<file path="src/rtl/div_pkg.sv">
// Shared types and default widths for the sequential restoring divider.
// The default widths match the team multiplier: a 10-bit product divided by its 6-bit operand.
package div_pkg;

    localparam int DIV_WIDTH_N = 10;
    localparam int DIV_WIDTH_D = 6;

    typedef enum logic [1:0] {
        IDLE,
        CALC,
        DONE
    } div_state_t;

    // Width of a down-counter that must be able to hold the value n.
    function automatic int cnt_width(input int n);
        return $clog2(n + 1);
    endfunction

endpackage

</file>
<file path="src/rtl/div_step.sv">
// One restoring division iteration: shift a dividend bit into the partial remainder, then subtract if it fits.
// Latency: combinational, zero cycles.
// Backpressure: none; the caller decides when the result is consumed.
module div_step
    import div_pkg::*;
#(
    parameter int WIDTH_D = DIV_WIDTH_D
) (
    input  logic [WIDTH_D:0]   partial_in,
    input  logic               bit_in,
    input  logic [WIDTH_D-1:0] divisor,
    output logic [WIDTH_D:0]   partial_out,
    output logic               quotient_bit
);

    logic [WIDTH_D+1:0] shifted;
    logic [WIDTH_D:0]   diff;

    assign shifted      = {partial_in, bit_in};
    assign quotient_bit = (shifted >= {2'b00, divisor});
    // The difference always fits in WIDTH_D+1 bits when it is selected, so the top bit can be dropped.
    assign diff         = shifted[WIDTH_D:0] - {1'b0, divisor};
    assign partial_out  = quotient_bit ? diff : shifted[WIDTH_D:0];

endmodule

</file>
<file path="src/rtl/seq_divider.sv">
// Iterative restoring unsigned divider, one quotient bit per clock; a single operation is in flight at a time.
// Latency: out_valid rises WIDTH_N edges after the accepting edge, or on the accepting edge for a zero divisor.
// Backpressure: the result is held in DONE until out_ready; in_ready is only high in IDLE.
module seq_divider
    import div_pkg::*;
#(
    parameter int WIDTH_N = DIV_WIDTH_N,
    parameter int WIDTH_D = DIV_WIDTH_D
) (
    input  logic               clk,
    input  logic               rst_n,
    input  logic               in_valid,
    output logic               in_ready,
    input  logic [WIDTH_N-1:0] dividend,
    input  logic [WIDTH_D-1:0] divisor,
    output logic               out_valid,
    input  logic               out_ready,
    output logic [WIDTH_N-1:0] quotient,
    output logic [WIDTH_D-1:0] remainder,
    output logic               div_by_zero
);

    localparam int CNT_W = cnt_width(WIDTH_N);

    div_state_t         state;
    div_state_t         state_nxt;
    logic [WIDTH_D:0]   partial;
    logic [WIDTH_D:0]   partial_nxt;
    logic [WIDTH_N-1:0] work;
    logic [WIDTH_D-1:0] divisor_q;
    logic [CNT_W-1:0]   count;
    logic               q_bit;
    logic               accept;
    logic               last_step;

    assign accept    = (state == IDLE) && in_valid;
    assign last_step = (state == CALC) && (count == CNT_W'(1));

    div_step #(
        .WIDTH_D (WIDTH_D)
    ) u_step (
        .partial_in   (partial),
        .bit_in       (work[WIDTH_N-1]),
        .divisor      (divisor_q),
        .partial_out  (partial_nxt),
        .quotient_bit (q_bit)
    );

    always_ff @(posedge clk or negedge rst_n) begin
        if (!rst_n) begin
            state <= IDLE;
        end else begin
            state <= state_nxt;
        end
    end

    always_comb begin
        state_nxt = state;
        case (state)
            IDLE: begin
                if (in_valid) begin
                    state_nxt = (divisor == '0) ? DONE : CALC;
                end
            end
            CALC: begin
                if (last_step) begin
                    state_nxt = DONE;
                end
            end
            DONE: begin
                if (out_ready) begin
                    state_nxt = IDLE;
                end
            end
            default: state_nxt = IDLE;
        endcase
    end

    // The work register shifts dividend bits out of its top while quotient bits enter at the bottom.
    always_ff @(posedge clk or negedge rst_n) begin
        if (!rst_n) begin
            partial     <= '0;
            work        <= '0;
            divisor_q   <= '0;
            count       <= '0;
            quotient    <= '0;
            remainder   <= '0;
            div_by_zero <= 1'b0;
        end else if (accept) begin
            partial   <= '0;
            work      <= dividend;
            divisor_q <= divisor;
            if (divisor == '0) begin
                count       <= '0;
                quotient    <= '1;
                remainder   <= '0;
                div_by_zero <= 1'b1;
            end else begin
                count <= CNT_W'(WIDTH_N);
            end
        end else if (state == CALC) begin
            partial <= partial_nxt;
            work    <= {work[WIDTH_N-2:0], q_bit};
            count   <= count - CNT_W'(1);
            if (last_step) begin
                quotient    <= {work[WIDTH_N-2:0], q_bit};
                remainder   <= partial_nxt[WIDTH_D-1:0];
                div_by_zero <= 1'b0;
            end
        end
    end

    assign in_ready  = (state == IDLE);
    assign out_valid = (state == DONE);

endmodule

</file>
<file path="config.mk">
export PLATFORM = sky130hd
export DESIGN_NAME = seq_divider
export DESIGN_NICKNAME = d
export VERILOG_FILES = /design/src/rtl/div_pkg.sv /design/src/rtl/div_step.sv /design/src/rtl/seq_divider.sv
export SDC_FILE = /design/constraint.sdc
export NUM_CORES = 1
export LEC_CHECK = 0
export ABC_CLOCK_PERIOD_IN_PS = 2100
export BUFFER_PORTS_ARGS = -buffer_cell sky130_fd_sc_hd__buf_2
export CAP_MARGIN = 5
export CORE_MARGIN = 8
export CORE_UTILIZATION = 50
export DETAILED_ROUTE_END_ITERATION = 6
export PLACE_DENSITY = 0.75
export RECOVER_POWER = 50
export SLEW_MARGIN = 30
export SYNTH_ARGS = -nofsm -noshare
export SYNTH_HDL_FRONTEND = slang
export SYNTH_SLANG_ARGS = --single-unit
</file>
<file path="constraint.sdc">
create_clock -name clk -period 2.1 [get_ports clk]
set_clock_uncertainty 0.1 [all_clocks]
set_input_delay 0.21 -clock clk [delete_from_list [all_inputs] [get_ports clk]]
set_output_delay 0.21 -clock clk [all_outputs]
set_load 0.005 [all_outputs]
</file>
==> flow_summary.rst, run 1 <==
.. list-table::
   :header-rows: 1

   * - Metric
     - Value
   * - Result of the run
     - complete, no violations
   * - Number of max-slew violations in the final report
     - 0
   * - Warnings, synthesis
     - 0
   * - Class of the most critical setup path
     - flop to flop
   * - Worst reg2reg setup slack
     - 0.05 ns
   * - Synthesized area per cell
     - 9.27 um2
   * - Maximum buffer depth of the clock tree
     - 2
   * - FFs w/ async S/R, synth
     - 100%
   * - Classification of the worst-slack hold path
     - input pin to flop
   * - Internal power component
     - 0.00319 W
   * - Worst hold-check slack
     - roughly 0.035 ns
   * - Worst hold path startpoint
     - divisor[5]
   * - Pleak
     - 1.32 nW
   * - Number of inserted diodes
     - 0
   * - Clk Latency, worst-skew pair
     - 0.29 ns
   * - Cell type contributing the most total cell area after synthesis
     - sky130_fd_sc_hd__dfrtp_1
   * - Syn nets
     - 279
   * - Via count of the first global-routing pass
     - ~2000
   * - Switching share of power
     - about two fifths
   * - Hold Path Depth
     - 3
   * - Sequential element share of the synthesized area
     - 49.6%
   * - CP max-delay cell
     - sky130_fd_sc_hd__dfrtp_1
   * - Pwr per Cell Area
     - 1850 nW/um2
   * - Number of buffer cells added on primary ports
     - 38
   * - Buffers and inverters on the worst path
     - 2
   * - Yosys reg bits
     - 46
   * - Die area
     - approximately 7100 um2
   * - Proportion of power drawn by flip-flops and latches
     - 30.7%
   * - Via count of the routed design
     - 1879
   * - Net count, final
     - 330
   * - Destination of the worst hold path
     - divisor_q[5]
   * - Number of standard-cell rows in the floorplan
     - 24
   * - Minimum clock period
     - 2.05 ns
   * - Part of the power in the clock network
     - ~15%
   * - H-tree level count
     - 2
   * - Worst path cell trace
     - inv_1 > ha_2 > inv_2 > fa_2 > a21o_1 > a2bb2oi_4 > a31oi_4 > a22oi_1 > a21oi_1
   * - Max-slew headroom at the worst pin
     - about a tenth
   * - Max cap viols
     - 0
   * - Comb pwr share
     - between 50% and 60%
   * - Area contributors post-synth
     - sky130_fd_sc_hd__dfrtp_1, sky130_fd_sc_hd__nor2_1, sky130_fd_sc_hd__a21oi_1, sky130_fd_sc_hd__nand2_1, sky130_fd_sc_hd__mux2i_1
   * - Die width
     - 84.1 um
   * - Final core utilization
     - about 65%
   * - Total power of the final layout
     - 0.00531 W
   * - Largest net degree at the start of global routing
     - 36
   * - DR pass1 iterations
     - 4
   * - Number of synthesized flops with an enable pin
     - 0
   * - Worst EP arrival
     - 2.13 ns
   * - Cell count of the worst reg-to-reg path
     - 9
   * - Number of vias per cell after detailed routing
     - 5.31
   * - Critical path's largest stage delay
     - about 0.38 ns
   * - Post-detailed-placement half-perimeter wirelength
     - 3740 um
   * - Final antenna-violating net count
     - 0
   * - Clock tree sinks
     - 46
   * - Number of endpoints with negative hold slack in the final report
     - 0
   * - Area fraction of the dominant cell type after synthesis
     - 49.6%
   * - Share of final-layout standard cells stronger than drive strength 1
     - 23.2%
   * - Synth Instances
     - 250
   * - Number of antenna violations at the first check in global routing
     - 0
   * - Critical path origin
     - work[9]
   * - Worst Setup End Kind
     - flop
   * - Psw
     - between 0.002 and 0.0025 W
   * - Reg2reg end
     - remainder[3]
   * - Clock tree from TritonCTS
     - done
   * - Total negative slack for setup checks
     - 0 ns
   * - Root buffer cell
     - sky130_fd_sc_hd__clkbuf_8
   * - Global-route usage over all layers
     - 15.5%
   * - Critical path data required time
     - ~2.2 ns
   * - Final clock period utilization by the worst path
     - 97.8%
   * - Area after DPL
     - 2660 um2
   * - Highest clock frequency the design can meet
     - slightly below 500 MHz
   * - Final instance area
     - 2870 um2
   * - Largest fanout on the critical path
     - 6
   * - DRC violation total after the first TritonRoute iteration
     - 94
   * - Worst R2R Start
     - work[9]
   * - Clock Pin Slew Worst Setup and Hold Paths
     - 0.09 ns
   * - Kind of cell with the highest combined delay on the critical path
     - compound AO/OA/AOI/OAI gates
   * - CTS Buf Count
     - 5
   * - Height of the die
     - 84.1 um
   * - Global-route wire length before repair
     - 9190 um
   * - Final routed wire length divided by cell count
     - 14.6 um
   * - Commonest register cell after synthesis
     - sky130_fd_sc_hd__dfrtp_1
   * - Area growth from synthesis to final layout
     - 23.8%
   * - Final routed DRC violation total
     - 0
   * - IO Count
     - 39
   * - Routed WL
     - 5170 um
   * - Core region area
     - 4410 um2
   * - RSZ-0062 raised after global routing
     - yes
   * - Syn Std Cell Area
     - 2320 um2
   * - Routability congestion estimate
     - 0.864
   * - Initial Util
     - 52.5%
   * - Count of unique library cells instantiated by Yosys
     - 41
   * - Aggregate global routing overflow
     - 0
   * - Highest ir drop seen on vdd
     - 953 uV
   * - Launching element type of the critical path
     - flop
   * - Worst-margin pin slew
     - 1.35 ns
   * - Count of endpoints failing setup in the final report
     - 0
==> placed cells by master (no fill, tap or decap), types with 2 or more instances in the layout <==
cell type and instances:
sky130_fd_sc_hd__buf_2 26, sky130_fd_sc_hd__a22oi_2 4, sky130_fd_sc_hd__mux2i_1 11, sky130_fd_sc_hd__and3_1 2, sky130_fd_sc_hd__o21ai_1 6, sky130_fd_sc_hd__bufinv_16 2, sky130_fd_sc_hd__dfrtp_1 46, sky130_fd_sc_hd__nor2_1 34
sky130_fd_sc_hd__ha_1 7, sky130_fd_sc_hd__nand2b_1 2, sky130_fd_sc_hd__a21o_1 2, sky130_fd_sc_hd__o21ai_0 18, sky130_fd_sc_hd__buf_12 2, sky130_fd_sc_hd__clkbuf_8 6, sky130_fd_sc_hd__nor2b_1 3, sky130_fd_sc_hd__or2_2 2
sky130_fd_sc_hd__buf_4 16, sky130_fd_sc_hd__nor3_1 3, sky130_fd_sc_hd__a21oi_1 23, sky130_fd_sc_hd__o22ai_1 2, sky130_fd_sc_hd__inv_1 15, sky130_fd_sc_hd__a31oi_1 2, sky130_fd_sc_hd__nand2_1 29, sky130_fd_sc_hd__clkbuf_1 12
==> repair_timing <==
item,4_1_cts,5_1_grt
buffers inserted,0,2
resized for setup,9,7
endpoints found under the hold margin,22,0
pin swaps,5,11
hold buffers,1,0
setup endpoints to repair,14,22
==> synthesized netlist by cell type, types with 2 or more instances <==
| master | n |
|---|---|
| sky130_fd_sc_hd__buf_4 | 3 |
| sky130_fd_sc_hd__ha_1 | 8 |
| sky130_fd_sc_hd__o21ai_1 | 3 |
| sky130_fd_sc_hd__o21ai_0 | 21 |
| sky130_fd_sc_hd__a22oi_1 | 5 |
| sky130_fd_sc_hd__a21oi_1 | 23 |
| sky130_fd_sc_hd__o22ai_1 | 2 |
| sky130_fd_sc_hd__dfrtp_1 | 46 |
| sky130_fd_sc_hd__nand2_1 | 30 |
| sky130_fd_sc_hd__and3_1 | 3 |
| sky130_fd_sc_hd__nor2b_1 | 3 |
| sky130_fd_sc_hd__clkbuf_1 | 5 |
| sky130_fd_sc_hd__inv_1 | 16 |
| sky130_fd_sc_hd__a21o_1 | 2 |
| sky130_fd_sc_hd__nor3_1 | 3 |
| sky130_fd_sc_hd__or2_2 | 2 |
| sky130_fd_sc_hd__mux2i_1 | 11 |
| sky130_fd_sc_hd__a31oi_1 | 3 |
| sky130_fd_sc_hd__nand2b_1 | 2 |
| sky130_fd_sc_hd__buf_2 | 5 |
| sky130_fd_sc_hd__nor2_1 | 34 |
==> worst min-delay path, cell delays in order <==
cell and delay, ns:
sky130_fd_sc_hd__buf_2 0.08, sky130_fd_sc_hd__nand2_1 0.04, sky130_fd_sc_hd__o21ai_0 0.06
==> kinds of logic after synthesis <==
kind of cell,after synthesis,synth area share (%)
AND/OR/NAND/NOR,84,16.4
AO/OA/AOI/OAI,68,17.3
flip-flops,46,49.6
buffers and inverters,29,5.45
multiplexers,12,5.23
adder cells (fa/ha/maj),9,5.18
XOR/XNOR,2,0.756
==> metal layers <==
metal	vias to the layer above	global-route usage (%)	routed length, um
met3	12	3.13	202
met2	47	25.8	2550
li1	947	-	-
met4	0	6.75	115
met1	873	18.9	2300
met5	-	0	0
==> sequential cells by signal, indices dropped and copies added (netlist names) <==
name / count
partial: 7
count: 4
remainder: 6
work: 10
divisor_q: 6
state: 2
div_by_zero: 1
quotient: 10
==> worst max-delay path by stage <==
| stage | end | cells past startpoint | slack (ns) |
|---|---|---|---|
| after floorplan | remainder[2] | 10 | 0.04 |
| after global placement | remainder[4] | 9 | -0.03 |
| after detailed placement | partial[1] | 9 | -0.09 |
| after CTS | partial[0] | 9 | 0.04 |
| after global routing | remainder[3] | 9 | -0.09 |
| final | remainder[3] | 9 | 0.05 |
==> power by group through the flow <==
stage	sequential [W]	clock, W	combinational [W]
finish	0.00163	0.000802	0.00288
global route	0.00169	0.000852	0.00323
CTS	0.00163	0.000823	0.00283
detailed placement	0.00164	0	0.00263
global placement	0.00163	0	0.00254
floorplan	0.00158	0	0.00183
==> metrics by stage <==
step	cells	setup slack, ns
2_1_floorplan	250	0.0440
3_3_place_gp	343	-0.0285
3_5_place_dp	343	-0.0869
4_1_cts	352	0.0400
5_1_grt	354	-0.0883
6_report	354	0.0453
==> cell type report <==
| class | count | area [um2] |
|---|---|---|
| Timing Repair Buffer | 57 | 345 |
| Clock inverter | 2 | 60.1 |
| Tap cell | 52 | 65.1 |
| Sequential cell | 46 | 1150 |
| Clock buffer | 6 | 82.6 |
| Inverter | 16 | 60.1 |
| Multi-Input combinational cell | 175 | 1110 |
| Fill cell | 374 | 1540 |
Note: power is estimated with default switching activity, not from simulation.
==> inputs of run 2 (changes only) <==
Settings changed: BUFFER_PORTS_ARGS -buffer_cell sky130_fd_sc_hd__buf_2 to -buffer_cell sky130_fd_sc_hd__buf_4, PLACE_DENSITY 0.75 to 0.82.
==> run 2 against run 1 <==
Effect of this change: cell count unchanged; setup slack worse by 0.031 ns; sequential share of layout area down 0.69 points; utilization up 1.1 points; sequential power about the same; hold slack worse by 0.014 ns; maximum frequency down 1.5%.
==> flow_summary.rst, run 2 (same netlist as run 1, synthesis figures left out) <==
.. list-table::
   :header-rows: 1

   * - Metric
     - Value
   * - Result of the run
     - complete, no violations
   * - Final routed wire length divided by cell count
     - 14.1 um (-3.1%)
   * - Clk Latency, worst-skew pair
     - 0.30 ns (about the same)
   * - Global-route wire length before repair
     - 8530 um (-7.2%)
   * - Count of placed standard cells in the final layout, fillers left out
     - 354 (unchanged)
   * - Largest net degree at the start of global routing
     - 47 (+31%)
   * - DRC violation total after the first TritonRoute iteration
     - 68 (-28%)
   * - Footprint of the multi-input gates
     - 1120 um2 (+0.91%)
   * - Initial Util
     - 52.5% (unchanged)
   * - Clock tree from TritonCTS
     - done
   * - Max cap viols
     - 0 (unchanged)
   * - Total negative slack for setup checks
     - 0 ns (unchanged)
   * - Critical path's largest stage delay
     - 0.38 ns (about the same)
   * - Highest clock frequency the design can meet
     - 480 MHz (-1.5%)
   * - Clock Pin Slew Worst Setup and Hold Paths
     - 0.08 ns (about the same)
   * - CTS Buf Count
     - 5 (unchanged)
   * - Classification of the worst-slack hold path
     - input pin to flop
   * - Height of the die
     - 84.1 um (unchanged)
   * - Buffers and inverters on the worst path
     - 2 (unchanged)
   * - Via count of the routed design
     - 1889 (+0.53%)
   * - Worst path cell trace
     - inv_1 > ha_2 > inv_2 > fa_2 > a21o_1 > a2bb2oi_4 > and3_4 > nand2_2 > a31oi_1
   * - Post-placement cell count
     - 344 (+0.29%)
   * - Highest ir drop seen on vdd
     - 908 uV (-4.7%)
   * - Number of buffer cells added on primary ports
     - 38 (unchanged)
   * - RSZ-0062 raised after global routing
     - yes
   * - Net count, final
     - 330 (unchanged)
   * - Final worst setup slack
     - 0.0146 ns (-0.0308 ns)
   * - Share of final-layout standard cells stronger than drive strength 1
     - 27.5% (+4.3 points)
   * - Number of max-slew violations in the final report
     - 0 (unchanged)
   * - Pre-CTS worst setup slack
     - -0.158 ns (-0.0712 ns)
   * - CP max-delay cell
     - sky130_fd_sc_hd__dfrtp_1
   * - Routed WL
     - 5010 um (-3.1%)
   * - DR pass1 iterations
     - 4 (unchanged)
   * - Core region area
     - 4410 um2 (unchanged)
   * - Final routed DRC violation total
     - 0 (unchanged)
   * - Post-detailed-placement half-perimeter wirelength
     - 3720 um (-0.63%)
   * - Clock tree sinks
     - 46 (unchanged)
   * - Aggregate global routing overflow
     - 0 (unchanged)
   * - Worst EP arrival
     - 2.21 ns (+0.08 ns)
   * - H-tree level count
     - 2 (unchanged)
   * - Worst-margin pin slew
     - 1.12 ns (-0.237 ns)
   * - Number of antenna violations at the first check in global routing
     - 0 (unchanged)
   * - Minimum clock period
     - 2.09 ns (+0.0308 ns)
   * - Number of endpoints with negative hold slack in the final report
     - 0 (unchanged)
   * - Pwr per Cell Area
     - 1780 nW/um2 (-3.7%)
   * - Number of inserted diodes
     - 0 (unchanged)
   * - Root buffer cell
     - sky130_fd_sc_hd__clkbuf_8
   * - Total area of sequential cells
     - 1150 um2 (unchanged)
   * - Pleak
     - 1.35 nW (+2.6%)
   * - Count of endpoints failing setup in the final report
     - 0 (unchanged)
   * - Class of the most critical setup path
     - flop to flop
   * - Largest fanout on the critical path
     - 8 (+2)
   * - Global-route usage over all layers
     - 14.6% (-0.97 points)
   * - Worst Setup End Kind
     - flop
   * - Via count of the first global-routing pass
     - 1934 (-5.3%)
   * - Area growth from synthesis to final layout
     - 26.0%
   * - IO Count
     - 39 (unchanged)
   * - Number of standard-cell rows in the floorplan
     - 24 (unchanged)
   * - Maximum buffer depth of the clock tree
     - 2 (unchanged)
   * - Leading registers by flop count
     - quotient x10, work x10, partial x7
   * - Critical path data required time
     - 2.22 ns (+0.04 ns)
   * - Final antenna-violating net count
     - 0 (unchanged)
   * - Fillers
     - 391 (+4.5%)
   * - Worst hold-check slack
     - 0.0210 ns (-0.0137 ns)
   * - Kind of cell with the highest combined delay on the critical path
     - compound AO/OA/AOI/OAI gates
   * - Routability congestion estimate
     - 0.836 (-3.3%)
   * - Die area
     - 7070 um2 (unchanged)
   * - Final clock period utilization by the worst path
     - 99.3% (+1.5 points)
   * - Number of vias per cell after detailed routing
     - 5.34 (+0.53%)
   * - Max-slew headroom at the worst pin
     - 25.5% (+16 points)
   * - Die width
     - 84.1 um (unchanged)
   * - Launching element type of the critical path
     - flop
   * - Most frequent cells in the layout
     - sky130_fd_sc_hd__buf_4, sky130_fd_sc_hd__dfrtp_1, sky130_fd_sc_hd__nor2_1, sky130_fd_sc_hd__nand2_1, sky130_fd_sc_hd__a21oi_1
   * - Most common library cell in the layout ignoring fill and taps
     - sky130_fd_sc_hd__buf_4
## run 2: changes by cell type in the layout (fill, tap and decap cells not counted), sizes merged
cell    change
bufinv      -2
clkinv      +1
buf         +9
clkbuf      -8
## run 2: layout make-up
type	instances	share of cell area (%)
Clock buffer	7	2.96
Clock inverter	1	0.171
Inverter	16	2.06
Multi-Input combinational cell	175	38.2
Sequential cell	46	39.4
Tap cell	52	2.23
Timing Repair Buffer	57	15.0
## run 2: power by group
part / switching, W / internal [W] / leakage (nW)
clock: 0.000284 / 0.000266 / 0.0482
combinational: 0.00151 / 0.00151 / 0.753
sequential: 0.000296 / 0.00134 / 0.549
total: 0.00209 / 0.00311 / 1.35
## run 2: routing by layer
| layer | track usage (%) | wire length [um] | share of wire [%] | up-vias |
|---|---|---|---|---|
| li1 | - | - | - | 953 |
| met1 | 16.6 | 2240 | 45 | 898 |
| met2 | 25.1 | 2490 | 50 | 32 |
| met3 | 4.10 | 202 | 4.0 | 6 |
| met4 | 5.34 | 72 | 1.4 | 0 |
| met5 | 0 | 0 | 0 | - |
## run 2: worst paths after layout
kind,startpoint,end,slack [ns],cells after the start
max in group asynchronous,rst_n,quotient[3],0.66,2
setup / recovery,work[9],partial[5],0.01,9
hold / removal,divisor[2],divisor_q[2],0.02,3
hold reg to reg,work[4],work[4],0.42,2
setup reg to reg,work[9],partial[5],0.01,9
min in group asynchronous,rst_n,divisor_q[3],0.55,2
## run 2: repair_timing
action                                  in CTS  in global routing
pin swaps                                    7                  7
hold endpoints to repair                    46                  0
resized for setup                           13                  5
hold buffers                                 1                  0
endpoints found under the setup margin      14                 15
buffers inserted                             1                  0
## run 2: per-stage QoR
step | cell area [um2] | utilization (%) | power, W
after global routing | 2920 | 66.2 | 0.00566
after global placement | 2750 | 62.3 | 0.00428
after CTS | 2920 | 66.1 | 0.00523
after detailed placement | 2750 | 62.3 | 0.00438
final | 2920 | 66.2 | 0.00520
after floorplan | 2320 | - | 0.00341
## run 2: worst register-to-register path: stages, from the launching register on
cell                        delay, ns
sky130_fd_sc_hd__dfrtp_1         0.38
sky130_fd_sc_hd__inv_1           0.06
sky130_fd_sc_hd__ha_2            0.17
sky130_fd_sc_hd__inv_2           0.04
sky130_fd_sc_hd__fa_2            0.33
sky130_fd_sc_hd__a21o_1          0.20
sky130_fd_sc_hd__a2bb2oi_4       0.18
sky130_fd_sc_hd__and3_4          0.29
sky130_fd_sc_hd__nand2_2         0.10
sky130_fd_sc_hd__a31oi_1         0.17
